==> src/rtl/cdb_arbiter.sv <==
// Common Data Bus arbiter: round-robin pick of one ready reservation station per
// cycle, combinational one-hot grant, registered broadcast of the winner's tag/data.
module cdb_arbiter #(
  parameter int num_src    = 4,
  parameter int data_width = 16,
  parameter int tag_width  = 3
) (
  input  logic                             clk,
  input  logic                             rst_n,
  input  logic                             flush,
  input  logic [num_src-1:0]               req_valid,
  input  logic [num_src*tag_width-1:0]     req_tag,
  input  logic [num_src*data_width-1:0]    req_data,
  output logic [num_src-1:0]               grant,
  output logic                             cdb_valid,
  output logic [tag_width-1:0]             cdb_tag,
  output logic [data_width-1:0]            cdb_data
);

  localparam int PTR_W = (num_src > 1) ? $clog2(num_src) : 1;

  logic [PTR_W-1:0]      ptr_q, ptr_d;
  logic                  cdb_valid_q, cdb_valid_d;
  logic [tag_width-1:0]  cdb_tag_q, cdb_tag_d;
  logic [data_width-1:0] cdb_data_q, cdb_data_d;

  logic                  win_vld;
  logic [PTR_W-1:0]      win_idx;
  logic [tag_width-1:0]  sel_tag;
  logic [data_width-1:0] sel_data;

  // Search from ptr upward with wrap; first requester found wins.
  always_comb begin
    int unsigned j;
    logic [PTR_W-1:0] idx;
    win_vld = 1'b0;
    win_idx = '0;
    j       = 0;
    idx     = '0;
    for (int k = 0; k < num_src; k++) begin
      j = int'(ptr_q) + k;
      if (j >= num_src) j = j - num_src;
      idx = PTR_W'(j);
      if (!win_vld && req_valid[idx]) begin
        win_vld = 1'b1;
        win_idx = idx;
      end
    end
    // Flush and reset suppress any grant in the same cycle.
    if (flush || !rst_n) win_vld = 1'b0;
  end

  always_comb begin
    grant    = '0;
    sel_tag  = '0;
    sel_data = '0;
    for (int i = 0; i < num_src; i++) begin
      if (win_vld && win_idx == PTR_W'(i)) begin
        grant[i] = 1'b1;
        sel_tag  = req_tag[i*tag_width +: tag_width];
        sel_data = req_data[i*data_width +: data_width];
      end
    end
  end

  always_comb begin
    cdb_valid_d = win_vld;
    cdb_tag_d   = win_vld ? sel_tag  : cdb_tag_q;
    cdb_data_d  = win_vld ? sel_data : cdb_data_q;
    ptr_d       = ptr_q;
    if (flush)
      ptr_d = '0;
    else if (win_vld)
      ptr_d = (win_idx == PTR_W'(num_src - 1)) ? '0 : win_idx + 1'b1;
  end

  always_ff @(posedge clk or negedge rst_n) begin
    if (!rst_n) begin
      ptr_q       <= '0;
      cdb_valid_q <= 1'b0;
      cdb_tag_q   <= '0;
      cdb_data_q  <= '0;
    end else begin
      ptr_q       <= ptr_d;
      cdb_valid_q <= cdb_valid_d;
      cdb_tag_q   <= cdb_tag_d;
      cdb_data_q  <= cdb_data_d;
    end
  end

  assign cdb_valid = cdb_valid_q;
  assign cdb_tag   = cdb_tag_q;
  assign cdb_data  = cdb_data_q;

endmodule

==> config.mk <==
export PLATFORM = sky130hd
export DESIGN_NAME = cdb_arbiter
export DESIGN_NICKNAME = d
export VERILOG_FILES = /design/src/rtl/cdb_arbiter.sv
export SDC_FILE = /design/constraint.sdc
export NUM_CORES = 1
export LEC_CHECK = 0
export CORE_ASPECT_RATIO = 1.2
export CORE_MARGIN = 1.5
export CORE_UTILIZATION = 41
export DETAILED_ROUTE_END_ITERATION = 10
export PLACE_DENSITY = 0.89
export SLEW_MARGIN = 5
export SYNTH_ARGS = -nofsm -noshare
export SYNTH_HDL_FRONTEND = slang
export SYNTH_SLANG_ARGS = --single-unit
==> constraint.sdc <==
create_clock -name clk -period 4.1 [get_ports clk]
set_input_delay 0.41 -clock clk [delete_from_list [all_inputs] [get_ports clk]]
set_output_delay 0.41 -clock clk [all_outputs]
set_load 0.01 [all_outputs]
==> metrics.txt <==
outcome finished clean; crit path launch type primary input; Avg Inst Size Synth 8.55 um2; crit end category output pin; fin worst setup slack 0.799 ns; final hold violation count 0; critical-path maximum fanout 12; Worst Path Required 3.69 ns; Seq cells post-synth 22; # rows 26; clk sinks 22; clock skew roughly 0.0054 ns; most frequent cells in the layout 106 x clkdlybuf4s50_1, 36 x a21oi_2, 22 x dfrtp_1, 21 x inv_1, 19 x nor2_2; Worst-Skew Late Latency 0.26 ns; Post-Route Setup TNS 0 ns; DRT Wirelength 5380 um; dpl hpwl 3920 um; Sw Ratio between 30% and 40%; Placed Area 0.00288 mm2; Root Buffer clkbuf_8; sequential share of the synthesized area 30.2%; Worst EP arrival between 2 and 3 ns; CP bufs+invs 2; overall global routing resource usage 22.1%; die height 76.0 um; area growth from synthesis to layout 60.9%; post-synth top area cell dfrtp_1; final cell count without fillers 367; post-CTS resize count 0; die area 0.00485 mm2; synth unique cells 33; Top FF cell, synth dfrtp_1; via/cell ratio 5.13; wire per inst between 10 and 15 um; syn_nets 300; IO Port Bufs 106; final setup fails 0; max-cap violations 0; IO Pins 107; unrepaired setup endpoints after global routing false; Pins Over Slew Limit 0; GR Overflow Total 0; Area contributors post-synth dfrtp_1 30%, a21oi_2 17%, nor2_2 6.5%, o31ai_1 4.5%, a211o_1 4.3%; Pleak 1.18 nW; nets@finish ~400; Comb pwr share 51.2%; VDD IR max 0.155 mV; final core occ 68.8%; period utilization 80.5%; TritonCTS Buffers 3; Clock transition at path regs around 0.08 ns; P per Cell Area approximately 320 mW/mm2; FMAX 0.303 GHz; crit path time final 3.30 ns; global-route wire length before repair 8740 um; CP max-delay cell clkdlybuf4s50_1; crit path cell chain clkdlybuf4s50_1 > mux2i_1 > a211oi_1 > ha_1 > and2_1 > clkdlybuf4s50_1; number of remaining DRC errors 0; # diodes 0; NetSw 0.326 mW; post-place setup slack 0.799 ns; cell mode on critical path clkdlybuf4s50_1; clk buf depth 2; hold crit path type reg -> reg; TritonCTS clock tree built; Synth warnings 0; Synth top area share 30.2%; Clk pwr share between 10% and 20%; CP peak stage delay 0.58 ns; Async SR Flop Fraction between 90% and 100%; Core Box Area 0.00426 mm2; cell-internal power 0.615 mW; H-Tree Depth 1; GPL Wtd Cong 0.737; Starting Density 42.7%; share of cells above drive strength 1 25.1%; Worst-Margin Slew 0.658 ns; pin count of the biggest net entering global routing 39; mapped cell area 0.00182 mm2; most common cell after layout, fill and taps aside clkdlybuf4s50_1; Hold Buf Count CTS 0; Cells after Synth between 200 and 250; EDFF count, synth 0; Inst Count DP 363; relative slew slack 56.1%; Sequential Power Share about a third; Post-CTS Setup Inserts 0; vias in the first global route 1,850; Vias ~1.9k; Detailed Routing Iterations Pass 1 4; Crit Path Class in -> out; fin area 0.00293 mm2; Crit path max-delay family buffers and inverters; post-detailed-route count of antenna-violating nets 0; initial antenna violation count 0; initial drt markers 46; Die Wd 63.9 um
## final cells by class
| cell class | count | area, um2 |
|---|---|---|
| fill | 362 | 1330 |
| timing repair buffer | 112 | 1110 |
| multi-input combinational | 141 | 1020 |
| sequential | 22 | 551 |
| inverter | 32 | 128 |
| tap | 56 | 70.1 |
| clock buffer | 4 | 55.1 |
## sequential cells by signal, summed over array words and instances (netlist names)
name / flops
cdb_data: 16
cdb_tag: 3
cdb_valid: 1
ptr_q: 2
## tightest hold or removal path, cell delays in order, from the launching register on
cell and delay [ns]:
dfrtp_1 0.36, nor2_2 0.05, a21oi_2 0.08
## power groups by stage
stage / clock (mW) / combinational (mW) / sequential, mW
6_report: 0.158 / 0.483 / 0.301
5_1_grt: 0.172 / 0.525 / 0.309
4_1_cts: 0.161 / 0.485 / 0.301
3_5_place_dp: 0 / 0.482 / 0.305
3_3_place_gp: 0 / 0.474 / 0.303
2_1_floorplan: 0 / 0.237 / 0.325
## metrics by stage
stage	total power, mW	hold WS (ns)
after floorplan	0.562	0.114
after global placement	0.778	0.505
after detailed placement	0.788	0.511
after CTS	0.946	0.533
after global routing	1.01	0.562
final	0.942	0.527
## layer usage
layer  wire, um  global-route usage [%]
met5          0                       0
met4         42                    4.57
met3        337                    2.95
met2       2630                    37.9
met1       2380                    29.5
## synth_stat cells (4+ instances only)
master / instances
inv_2: 10
o31ai_1: 11
clkbuf_1: 10
a21oi_2: 36
a221oi_1: 9
o21ai_0: 10
ha_1: 4
dfrtp_1: 22
inv_1: 21
nand2_1: 10
a211o_1: 9
and2_1: 4
nor2_2: 19
a21oi_1: 13
## logic make-up after synthesis
| group | Yosys count | share of synthesized area (%) |
|---|---|---|
| AOI/OAI and AO/OA | 94 | 38.9 |
| adders and majority gates | 4 | 2.75 |
| buffers and inverters | 50 | 13.9 |
| DFF | 22 | 30.2 |
| muxes | 1 | 0.549 |
| and+or+nand+nor | 42 | 13.7 |
## final timing paths
| kind | end | slack, ns | depth (start not counted) | start |
|---|---|---|---|---|
| min in group asynchronous | cdb_data[1] | 0.55 | 2 | rst_n |
| min reg2reg | cdb_tag[1] | 0.53 | 2 | cdb_tag[1] |
| max in group asynchronous | ptr_q[0] | 3.30 | 2 | rst_n |
| max | grant[1] | 0.80 | 6 | req_valid[3] |
| min | cdb_tag[1] | 0.53 | 2 | cdb_tag[1] |
| max reg2reg | cdb_data[1] | 1.24 | 9 | ptr_q[1] |
No activity file was read; power rests on OpenSTA's default activity.
